===== config.mk =====
export PLATFORM = sky130hd
export DESIGN_NAME = fan_adder_node_pipe
export DESIGN_NICKNAME = d
export VERILOG_FILES = /design/src/rtl/fan_pkg.sv /design/src/rtl/fan_group_select.sv /design/src/rtl/fan_adder_node_pipe.sv
export SDC_FILE = /design/constraint.sdc
export NUM_CORES = 1
export LEC_CHECK = 0
export BUFFER_PORTS_ARGS = -buffer_cell sky130_fd_sc_hd__buf_2
export CORE_ASPECT_RATIO = 1.1
export CORE_MARGIN = 3
export CORE_UTILIZATION = 51
export DETAILED_ROUTE_END_ITERATION = 6
export GPL_TIMING_DRIVEN = 0
export PLACE_DENSITY = 0.85
export RECOVER_POWER = 100
export SLEW_MARGIN = 40
export SYNTH_ARGS = -nofsm -noshare
export SYNTH_HDL_FRONTEND = slang
export SYNTH_SLANG_ARGS = --single-unit

===== constraint.sdc =====
create_clock -name clk -period 5.7 [get_ports clk]
set_input_delay 0.855 -clock clk [delete_from_list [all_inputs] [get_ports clk]]
set_output_delay 0.855 -clock clk [all_outputs]
set_load 0.1 [all_outputs]

===== src/rtl/fan_pkg.sv =====
// Shared field layout and code constants for the fan adder node.
// A lane is {ctrl, row, data}, with data in the LSBs.
package fan_pkg;

    localparam int CTRL_W     = 4;

    // Bit positions inside the ctrl field
    localparam int CTRL_VALID = 3;
    localparam int CTRL_KEEP  = 2;

    // Boundary codes carried in ctrl[1:0] of a group candidate
    localparam logic [1:0] BND_LEFT  = 2'b01;
    localparam logic [1:0] BND_RIGHT = 2'b10;

    // Output ctrl codes for the merged lane
    localparam logic [3:0] CODE_BOTH  = 4'b0111;
    localparam logic [3:0] CODE_LEFT  = 4'b1001;
    localparam logic [3:0] CODE_RIGHT = 4'b1010;
    localparam logic [3:0] CODE_NONE  = 4'b1000;

    // Offset of the row field within a lane
    function automatic int row_lsb(input int dw_data);
        return dw_data;
    endfunction

    // Offset of the ctrl field within a lane
    function automatic int ctrl_lsb(input int dw_data, input int dw_row);
        return dw_data + dw_row;
    endfunction

endpackage


===== src/rtl/fan_group_select.sv =====
// Reduces one lane group to a single candidate: OR of all lanes whose
// valid bit is set, plus a flag when two or more lanes were valid.
module fan_group_select
    import fan_pkg::*;
#(
    parameter int N_LANES = 3,
    parameter int DW_DATA = 8,
    parameter int DW_ROW  = 4
) (
    input  logic [N_LANES*(DW_DATA+DW_ROW+CTRL_W)-1:0] lanes_i,
    output logic [DW_DATA+DW_ROW+CTRL_W-1:0]           cand_o,
    output logic                                       multi_o
);

    localparam int DW_LINE   = DW_DATA + DW_ROW + CTRL_W;
    localparam int VALID_BIT = ctrl_lsb(DW_DATA, DW_ROW) + CTRL_VALID;

    logic seen;

    // OR-reduce the valid lanes and flag any second valid lane
    always_comb begin
        // NOTE: every signal assigned here gets a default first, so no path leaves it unassigned and no latch is inferred.
        cand_o  = '0;
        multi_o = 1'b0;
        seen    = 1'b0;
        for (int i = 0; i < N_LANES; i++) begin
            if (lanes_i[i*DW_LINE + VALID_BIT]) begin
                if (seen) begin
                    multi_o = 1'b1;
                end
                seen   = 1'b1;
                cand_o = cand_o | lanes_i[i*DW_LINE +: DW_LINE];
            end
        end
    end

endmodule


===== src/rtl/fan_adder_node_pipe.sv =====
// Fan adder node: merges the left and right group candidates into one
// lane when their rows match, otherwise passes the beat through.
// One registered output stage with valid/ready flow control.
module fan_adder_node_pipe
    import fan_pkg::*;
#(
    parameter int DW_DATA  = 8,
    parameter int DW_ROW   = 4,
    parameter int DW_CTRL  = 4,
    parameter int NUM_IN   = 6,
    parameter int SYMMETRY = 0,
    parameter int SAT_EN   = 0,
    parameter int CNT_W    = 16
) (
    input  logic                                  clk,
    input  logic                                  rst,
    input  logic                                  in_valid,
    output logic                                  in_ready,
    input  logic [NUM_IN*(DW_DATA+DW_ROW+DW_CTRL)-1:0] in,
    output logic                                  out_valid,
    input  logic                                  out_ready,
    output logic [NUM_IN*(DW_DATA+DW_ROW+DW_CTRL)-1:0] out,
    output logic [CNT_W-1:0]                      merge_cnt,
    output logic                                  ovf,
    output logic                                  err_multi
);

    localparam int DW_LINE  = DW_DATA + DW_ROW + DW_CTRL;
    localparam int HALF     = NUM_IN / 2;
    localparam int OUT_L    = HALF - 1;
    localparam int OUT_R    = HALF;
    localparam int ROW_LSB  = row_lsb(DW_DATA);
    localparam int CTRL_LSB = ctrl_lsb(DW_DATA, DW_ROW);

    logic [DW_LINE-1:0]        cand_l, cand_r;
    logic                      multi_l, multi_r;
    logic                      accept, is_merge, sat_hit;
    logic [DW_DATA:0]          wide_sum;
    logic [DW_DATA-1:0]        sum;
    logic [NUM_IN*DW_LINE-1:0] out_d, out_q;
    logic                      out_valid_q;
    logic [CNT_W-1:0]          merge_cnt_q;
    logic                      ovf_q, err_multi_q;
    logic [DW_LINE-1:0]        lane;
    logic [1:0]                bnd_l, bnd_r;

    fan_group_select #(.N_LANES(HALF), .DW_DATA(DW_DATA), .DW_ROW(DW_ROW)) u_sel_l (
        .lanes_i (in[HALF*DW_LINE-1:0]),
        .cand_o  (cand_l),
        .multi_o (multi_l)
    );

    fan_group_select #(.N_LANES(NUM_IN-HALF), .DW_DATA(DW_DATA), .DW_ROW(DW_ROW)) u_sel_r (
        .lanes_i (in[NUM_IN*DW_LINE-1:HALF*DW_LINE]),
        .cand_o  (cand_r),
        .multi_o (multi_r)
    );

    // The keep bits of the candidates carry no meaning after the OR.
    logic unused_cand_keep;
    assign unused_cand_keep = cand_l[CTRL_LSB+CTRL_KEEP] ^ cand_r[CTRL_LSB+CTRL_KEEP];

    assign in_ready = !out_valid_q || out_ready;
    assign accept   = in_valid && in_ready;
    assign bnd_l    = cand_l[CTRL_LSB +: 2];
    assign bnd_r    = cand_r[CTRL_LSB +: 2];
    assign is_merge = cand_l[CTRL_LSB+CTRL_VALID] && cand_r[CTRL_LSB+CTRL_VALID]
                      && (cand_l[ROW_LSB +: DW_ROW] == cand_r[ROW_LSB +: DW_ROW]);

    // Sign-extended add; overflow when the top two bits disagree
    assign wide_sum = {cand_l[DW_DATA-1], cand_l[DW_DATA-1:0]}
                    + {cand_r[DW_DATA-1], cand_r[DW_DATA-1:0]};
    assign sat_hit  = (SAT_EN != 0) && (wide_sum[DW_DATA] != wide_sum[DW_DATA-1]);
    assign sum      = !sat_hit            ? wide_sum[DW_DATA-1:0] :
                      wide_sum[DW_DATA]   ? {1'b1, {(DW_DATA-1){1'b0}}} :
                                            {1'b0, {(DW_DATA-1){1'b1}}};

    // Build the next output beat: bypass, or merge with keep filtering
    always_comb begin
        out_d = in;
        lane  = '0;
        if (is_merge) begin
            for (int i = 0; i < NUM_IN; i++) begin
                lane = in[i*DW_LINE +: DW_LINE];
                out_d[i*DW_LINE +: DW_LINE] = lane[CTRL_LSB+CTRL_KEEP] ? lane : '0;
            end
            out_d[OUT_L*DW_LINE +: DW_LINE] = '0;
            out_d[OUT_R*DW_LINE +: DW_LINE] = '0;
            if (bnd_l == BND_LEFT && bnd_r == BND_RIGHT) begin
                out_d[OUT_L*DW_LINE +: DW_LINE] = {CODE_BOTH, cand_l[ROW_LSB +: DW_ROW], sum};
            end else if (bnd_l == BND_LEFT) begin
                out_d[OUT_R*DW_LINE +: DW_LINE] = {CODE_LEFT, cand_l[ROW_LSB +: DW_ROW], sum};
            end else if (bnd_r == BND_RIGHT) begin
                out_d[OUT_L*DW_LINE +: DW_LINE] = {CODE_RIGHT, cand_l[ROW_LSB +: DW_ROW], sum};
            end else if (SYMMETRY == 0) begin
                out_d[OUT_L*DW_LINE +: DW_LINE] = {CODE_NONE, cand_l[ROW_LSB +: DW_ROW], sum};
            end else begin
                out_d[OUT_R*DW_LINE +: DW_LINE] = {CODE_NONE, cand_l[ROW_LSB +: DW_ROW], sum};
            end
        end
    end

    // Output register, merge counter and sticky flags; reset wins over accept
    always_ff @(posedge clk) begin
        // NOTE: state is written with non-blocking assignments so every register samples pre-edge values.
        if (rst) begin
            out_q       <= '0;
            out_valid_q <= 1'b0;
            merge_cnt_q <= '0;
            ovf_q       <= 1'b0;
            err_multi_q <= 1'b0;
        end else begin
            if (accept) begin
                out_q       <= out_d;
                out_valid_q <= 1'b1;
                if (is_merge && merge_cnt_q != '1) begin
                    merge_cnt_q <= merge_cnt_q + 1'b1;
                end
                if (is_merge && sat_hit) begin
                    ovf_q <= 1'b1;
                end
                if (multi_l || multi_r) begin
                    err_multi_q <= 1'b1;
                end
            end else if (out_ready) begin
                out_valid_q <= 1'b0;
            end
        end
    end

    assign out       = out_q;
    assign out_valid = out_valid_q;
    assign merge_cnt = merge_cnt_q;
    assign ovf       = ovf_q;
    assign err_multi = err_multi_q;

endmodule


==> flow_summary_export.csv, run 1 <==
group,metric,value,unit
run_status,status,"complete, but fails checks",
run_status,violations,"DRC",
global_routing,grt_first_pass_wirelength,28000,um
final_layout,drive_gt1_share,17.6,%
synthesis,synth-seq-cells,114,
clock_tree,cts_resized,0,
drt,drt_wl_total,18600,um
synthesis,postSynthCellCount,533,
drt,vias,5619,
floorplan,die_area,11100,um2
placement,io_buffers,208,
drt,met3_length,2040,um
worst_hold_path,hp-start,"out[62]$_SDFFE_PP0P_",
drt,viasPerCell,6.31,
setup_path,worstPathRequired,6.13,ns
floorplan,start_util,53.1,%
clock_tree,cts_sinks,114,
synthesis,synth-seq-area-share,45.5,%
placement,dp_hpwl,13700,um
floorplan,rows,37,
drt,topRoutingLayerUsed,"met4",
placement,place.gp.congestion,0.927,
final_layout,final_util,70.0,%
synthesis,ys_top_cells_by_area,"dfxtp_1 46%, a22o_1 10%, a222oi_1 5.6%",
clock_tree,cts_buffer_depth,2,
timing,fin_setup_tns,0,ns
drt,drtAntennaViolNets,0,
clock_tree,clk_latency,0.52,ns
worst_hold_path,hold_depth,2,
clock_tree,numCtsBuffers,17,
floorplan,chipWidth,101,um
power_and_ir_drop,power.density,411,nW/um2
power_and_ir_drop,vdd_drop_max,0.204,mV
drt,first_pass_iters,7,
synthesis,synth-main-ff-cell,"dfxtp_1",
timing,hold_violations,0,
synthesis,netlist.top_cell.by_area,"dfxtp_1",
timing,finalHoldWorstSlack,0.461,ns
floorplan,die_h,110,um
timing,max_clock_freq,255,MHz
setup_path,cp-start-kind,"primary input",
global_routing,grt_start_max_net_pins,17,
timing,rsz0062_at_grt,"false",
setup_path,reg2regPathDepth,7,
final_layout,n_antenna_cell,0,
drt,wire_per_inst,20.9,um
timing,tightest_slew,1.24,ns
placement,place_ws,2.23,ns
clock_tree,cts_setup_buffers,0,
setup_path,timing.rr.start,"merge_cnt[0]$_SDFFE_PP0P_",
timing,maxSlewHeadroom,17.7,%
drt,drc_errors,1,
setup_path,crit_fanout,10,
synthesis,yosysTopAreaCellShare,45.5,%
setup_path,r2r-end,"merge_cnt[13]$_SDFFE_PP0P_",
timing,skew,0.00552,ns
setup_path,worst-r2r-setup-slack,3.03,ns
clock_tree,cts_root_buf,"clkbuf_8",
drt,drt-met1-wl,6480,um
drt,drtIter0Drc,647,
timing,finalCritPeriodShare,68.9,%
global_routing,antenna_found_initial,0,
worst_hold_path,hp-class,"reg2reg",
timing,drv_slew,0,
global_routing,grt_pass1_vias,5410,
timing,worst_slack,1.77,ns
synthesis,async_flop_share,0,%
synthesis,yosysWarnings,0,
worst_hold_path,min_to,"out[62]$_SDFFE_PP0P_",
floorplan,pin_count,216,
setup_path,criticalPathCategory,"in2reg",
final_layout,final_nets,869,
synthesis,avgSynthCellArea,9.40,um2
drt,wl_met2,8930,um
timing,finalCriticalPeriod,3.93,ns
floorplan,core_area,9440,um2
clock_tree,cts_htree_levels,4,
clock_tree,cts_hold_buf,0,
final_layout,nFillCells,836,
power_and_ir_drop,power,2.72,mW
setup_path,cp-end-kind,"register",
synthesis,synth.distinct_cells,47,
timing,finalSetupViolCount,0,
power_and_ir_drop,p_leak,2.67,nW
clock_tree,cts_tree,"done",
setup_path,cp.arrival,4.36,ns
final_layout,syn_to_final_growth,32.0,%
synthesis,synth_edf_count,0,
clock_tree,cts.clk_slew.worst_paths,0.06,ns
synthesis,synth.cell_area,5010,um2
global_routing,grt.total_usage,33.2,%
job,drv_cap,0,
synthesis,syn-num-nets,642,
global_routing,grt_overflow,0,
registers in the layout, summed over array words and instances (netlist names):
name / count
out_valid: 1
out: 96
merge_cnt: 16
err_multi: 1
placed cells by master (no fill, tap or decap), drive strengths merged, types with 4 or more instances in the layout:
master,Yosys,layout
o21ai,15,15
nor3,6,6
inv,18,19
nand2b,5,5
xnor2,4,4
a22o,60,60
bufinv,0,4
nor2b,6,6
ha,8,8
xor2,14,14
clkinv,0,4
clkbuf,25,174
a21oi,35,35
dfxtp,114,114
a311oi,4,4
nand4,8,8
a211oi,21,21
buf,21,100
nor2,43,43
nand3,28,28
or3,13,13
nand2,30,30
o21a,5,5
a222oi,28,28
cell usage after synthesis (4+ instances only):
cell type    n
a211oi_1    21
a21oi_1     35
a222oi_1    28
a22o_1      60
buf_2        4
buf_4       11
clkbuf_1    25
dfxtp_1    114
ha_1         8
inv_1       18
nand2_1     29
nand2b_1     5
nand3_1     27
nand4_1      8
nor2_1      43
nor2b_1      6
nor3_1       4
o21a_2       4
o21ai_0     15
or3_1       12
xnor2_1      4
xor2_1      14
worst max-delay path, stage by stage:
cell	delay, ns
clkbuf_1	0.22
a222oi_1	0.77
xor2_1	0.16
nor3_1	0.92
and2_0	0.22
clkbuf_1	0.35
clkbuf_1	0.46
nand3_1	0.16
a211oi_1	0.23
power breakdown:
| part | switching [mW] | total (mW) | leakage (nW) | internal (mW) |
|---|---|---|---|---|
| sequential | 0.0301 | 0.879 | 0.938 | 0.848 |
| clock | 0.385 | 1.13 | 0.303 | 0.745 |
| combinational | 0.577 | 0.708 | 1.42 | 0.132 |
| total | 0.991 | 2.72 | 2.67 | 1.73 |
metal layers:
layer	GRT usage (%)	vias to the layer above
met5	0	-
met4	22.8	0
met3	10.0	99
met2	55.4	394
met1	36.2	2654
li1	-	2472
worst max path at each step:
| stage | start | end | slack [ns] | depth (start not counted) |
|---|---|---|---|---|
| detailed placement | in[15] | merge_cnt[13]$_SDFFE_PP0P_ | 2.23 | 7 |
| global placement | in[15] | merge_cnt[13]$_SDFFE_PP0P_ | 2.26 | 7 |
| finish | in[15] | out[34]$_SDFFE_PP0P_ | 1.77 | 9 |
| floorplan | out_ready | merge_cnt[13]$_SDFFE_PP0P_ | 2.40 | 6 |
| global route | in[15] | out[52]$_SDFFE_PP0P_ | 1.48 | 9 |
| CTS | in[15] | merge_cnt[13]$_SDFFE_PP0P_ | 2.76 | 7 |
stage by stage:
step | cells | area, um2
6_report | 890 | 6610
5_1_grt | 890 | 6610
4_1_cts | 890 | 6840
3_5_place_dp | 858 | 6200
3_3_place_gp | 858 | 6200
2_1_floorplan | 533 | 5010
kinds of logic (layout without fill, tap and decap cells):
| kind of cell | after synthesis | in the layout | synth area share (%) |
|---|---|---|---|
| DFF | 114 | 114 | 45.5 |
| muxes | 1 | 1 | 0.225 |
| buffers and inverters | 64 | 304 | 6.17 |
| AOI/OAI and AO/OA | 177 | 177 | 27.5 |
| adders and majority gates | 9 | 9 | 2.40 |
| xor gates and xnor gates | 18 | 18 | 3.15 |
| and+or+nand+nor | 149 | 149 | 15.0 |
| other | 1 | 1 | 0.0748 |
cell type report:
type                       instances  area [um2]  area share, %
tap                              117         146           2.21
inverter                          18        67.6           1.02
sequential                       114        2280           34.5
buffer                            46         190           2.88
clock buffer                      20         455           6.89
clock inverter                    12         179           2.71
timing repair buffer             208         896           13.5
multi-input combinational        355        2400           36.2
Power figures use the tool's default switching activity.
==> inputs of run 2 (changes only) <==
--- a/config.mk
+++ b/config.mk
@@ -8,10 +8,10 @@
 export BUFFER_PORTS_ARGS = -buffer_cell sky130_fd_sc_hd__buf_2
 export CORE_ASPECT_RATIO = 1.1
 export CORE_MARGIN = 3
-export CORE_UTILIZATION = 51
+export CORE_UTILIZATION = 43
 export DETAILED_ROUTE_END_ITERATION = 6
 export GPL_TIMING_DRIVEN = 0
-export PLACE_DENSITY = 0.85
+export PLACE_DENSITY = 0.76
 export RECOVER_POWER = 100
 export SLEW_MARGIN = 40
 export SYNTH_ARGS = -nofsm -noshare
==> constraint.sdc (replaced) <==
create_clock -name clk -period 3.15 [get_ports clk]
set_input_delay 0.4725 -clock clk [delete_from_list [all_inputs] [get_ports clk]]
set_output_delay 0.4725 -clock clk [all_outputs]
set_load 0.1 [all_outputs]
==> flow_summary_export.csv, run 2 (synthesized netlist as in run 1, its figures left out) <==
group,metric,value,unit
clock_tree,clk_latency,0.41,ns
drt,viasPerCell,5.77,
floorplan,die_h,119,um
placement,postPlaceCellArea,6240,um2
floorplan,rows,40,
clock_tree,cts_htree_levels,4,
timing,rsz0062_at_grt,"false",
setup_path,crit_family,"buffers and inverters",
power_and_ir_drop,power,4.84,mW
final_layout,final_nets,869,
timing,finalCritPeriodShare,91.6,%
setup_path,critPathBufInv,3,
global_routing,grt_start_max_net_pins,17,
setup_path,crit_chain,"clkbuf_1, a222oi_1, xor2_1, nor3_4, nand2_1, clkbuf_1, clkbuf_1, nand2_1, a311oi_1",
global_routing,grt_pass1_vias,5131,
timing,tightest_slew,1.24,ns
global_routing,grt_overflow,0,
clock_tree,cts.clk_slew.worst_paths,0.06,ns
setup_path,cp-start-kind,"primary input",
placement,placed_cells_incl_taps,888,
power_and_ir_drop,power.density,727,nW/um2
drt,drc_errors,0,
placement,place.gp.congestion,0.926,
final_layout,syn_to_final_growth,33.0,%
timing,hold_violations,0,
setup_path,critPathMostFrequentCell,"clkbuf_1",
final_layout,stdcell_count,920,
drt,drt_wl_total,17900,um
power_and_ir_drop,vdd_drop_max,0.314,mV
final_layout,stdcell_area,6670,um2
drt,first_pass_iters,6,
setup_path,slowest_stage,"a222oi_1",
timing,max_clock_freq,347,MHz
worst_hold_path,hp-start,"in[9]",
setup_path,cp-end-kind,"register",
drt,vias,5307,
timing,skew,0.00605,ns
power_and_ir_drop,p_leak,2.69,nW
clock_tree,cts_hold_buf,0,
clock_tree,cts_tree,"done",
run_status,status,"finished, final reports clean",
clock_tree,numCtsBuffers,17,
setup_path,crit_fanout,10,
placement,dp_hpwl,13700,um
floorplan,start_util,44.9,%
final_layout,n_antenna_cell,0,
floorplan,pin_count,216,
final_layout,final_util,59.7,%
floorplan,chipWidth,109,um
global_routing,antenna_found_initial,0,
clock_tree,cts_setup_buffers,0,
clock_tree,cts_resized,0,
setup_path,crit_path_max_incr_delay,0.74,ns
floorplan,core_area,11200,um2
setup_path,timing.rr.start,"merge_cnt[0]$_SDFFE_PP0P_",
drt,drtAntennaViolNets,0,
final_layout,layout.cells.most_common_list,"147 x clkbuf_1, 114 x dfxtp_1, 97 x buf_2, 60 x a22o_1, 42 x nor2_1",
floorplan,die_area,13000,um2
final_layout,nFillCells,1073,
setup_path,worstPathRequired,3.46,ns
timing,finalSetupViolCount,0,
clock_tree,cts_buffer_depth,2,
setup_path,startpoint,"in[15]",
final_layout,final_common_cell,"clkbuf_1",
placement,io_buffers,208,
final_layout,drive_gt1_share,19.0,%
timing,maxSlewHeadroom,17.6,%
timing,drv_slew,0,
timing,finalCriticalPeriod,2.89,ns
clock_tree,cts_sinks,114,
timing,fin_setup_tns,0,ns
drt,drtIter0Drc,587,
worst_hold_path,hp-class,"in2reg",
final_layout,largest_register_ff_count,96,
global_routing,grt_first_pass_wirelength,26800,um
global_routing,grt.total_usage,26.8,%
job,drv_cap,0,
clock_tree,cts_root_buf,"clkbuf_16",
setup_path,criticalPathCategory,"in2reg",
drt,wire_per_inst,19.4,um
setup_path,cp.arrival,3.20,ns
run 2: cell types whose count changed in the layout (fill, tap and decap cells not counted), moves of 2 or more:
cell	delta
clkbuf_1	-7
clkbuf_2	+2
clkinv_4	+2
clkbuf_8	-2
o21a_2	+2
o21a_1	-2
buf_4	+4
buf_2	+3
run 2: worst reg2reg max path, delay by kind of cell (launching register included):
family / cells / cell delay, ns
adders and majority gates: 1 / 0.25
AOI/OAI and AO/OA: 1 / 0.61
DFF: 1 / 0.35
muxes: 1 / 0.37
and+or+nand+nor: 4 / 0.96
run 2: cell type report:
class                           count  area [um2]  share of cell area [%]
Timing Repair Buffer              208         897                    13.5
Multi-Input combinational cell    355        2410                    36.2
Buffer                             46         210                    3.15
Clock inverter                     12         158                    2.37
Sequential cell                   114        2280                    34.2
Clock buffer                       20         457                    6.85
Inverter                           18        67.6                    1.01
Tap cell                          147         184                    2.76
run 2: per-stage QoR:
step	worst slack, ns	hold WS [ns]
6_report	0.265	0.289
5_1_grt	0.100	0.296
4_1_cts	0.496	0.282
3_5_place_dp	0.0923	0.448
3_3_place_gp	0.103	0.444
2_1_floorplan	0.212	0.598
run 2: final timing paths:
check,cells past startpoint,end,slack (ns)
worst max-delay path,9,out[63]$_SDFFE_PP0P_,0.26
worst min-delay path,2,out[9]$_SDFFE_PP0P_,0.29
worst max register to register,7,merge_cnt[13]$_SDFFE_PP0P_,0.51
worst min register to register,2,out[61]$_SDFFE_PP0P_,0.46
run 2: power by group:
group / total [mW] / leakage (nW) / switching, mW / internal (mW)
registers: 1.59 / 0.938 / 0.0526 / 1.54
clock network: 1.98 / 0.292 / 0.694 / 1.29
logic: 1.28 / 1.46 / 1.03 / 0.244
total: 4.84 / 2.69 / 1.78 / 3.07
run 2: metal layers:
layer  up-vias  track usage, %  wire length [um]
li1       2464               -                 -
met1      2528            32.2              6920
met2       285            45.4              8870
met3        30            6.61              1680
met4         0            10.3               415
met5         -               0                 0
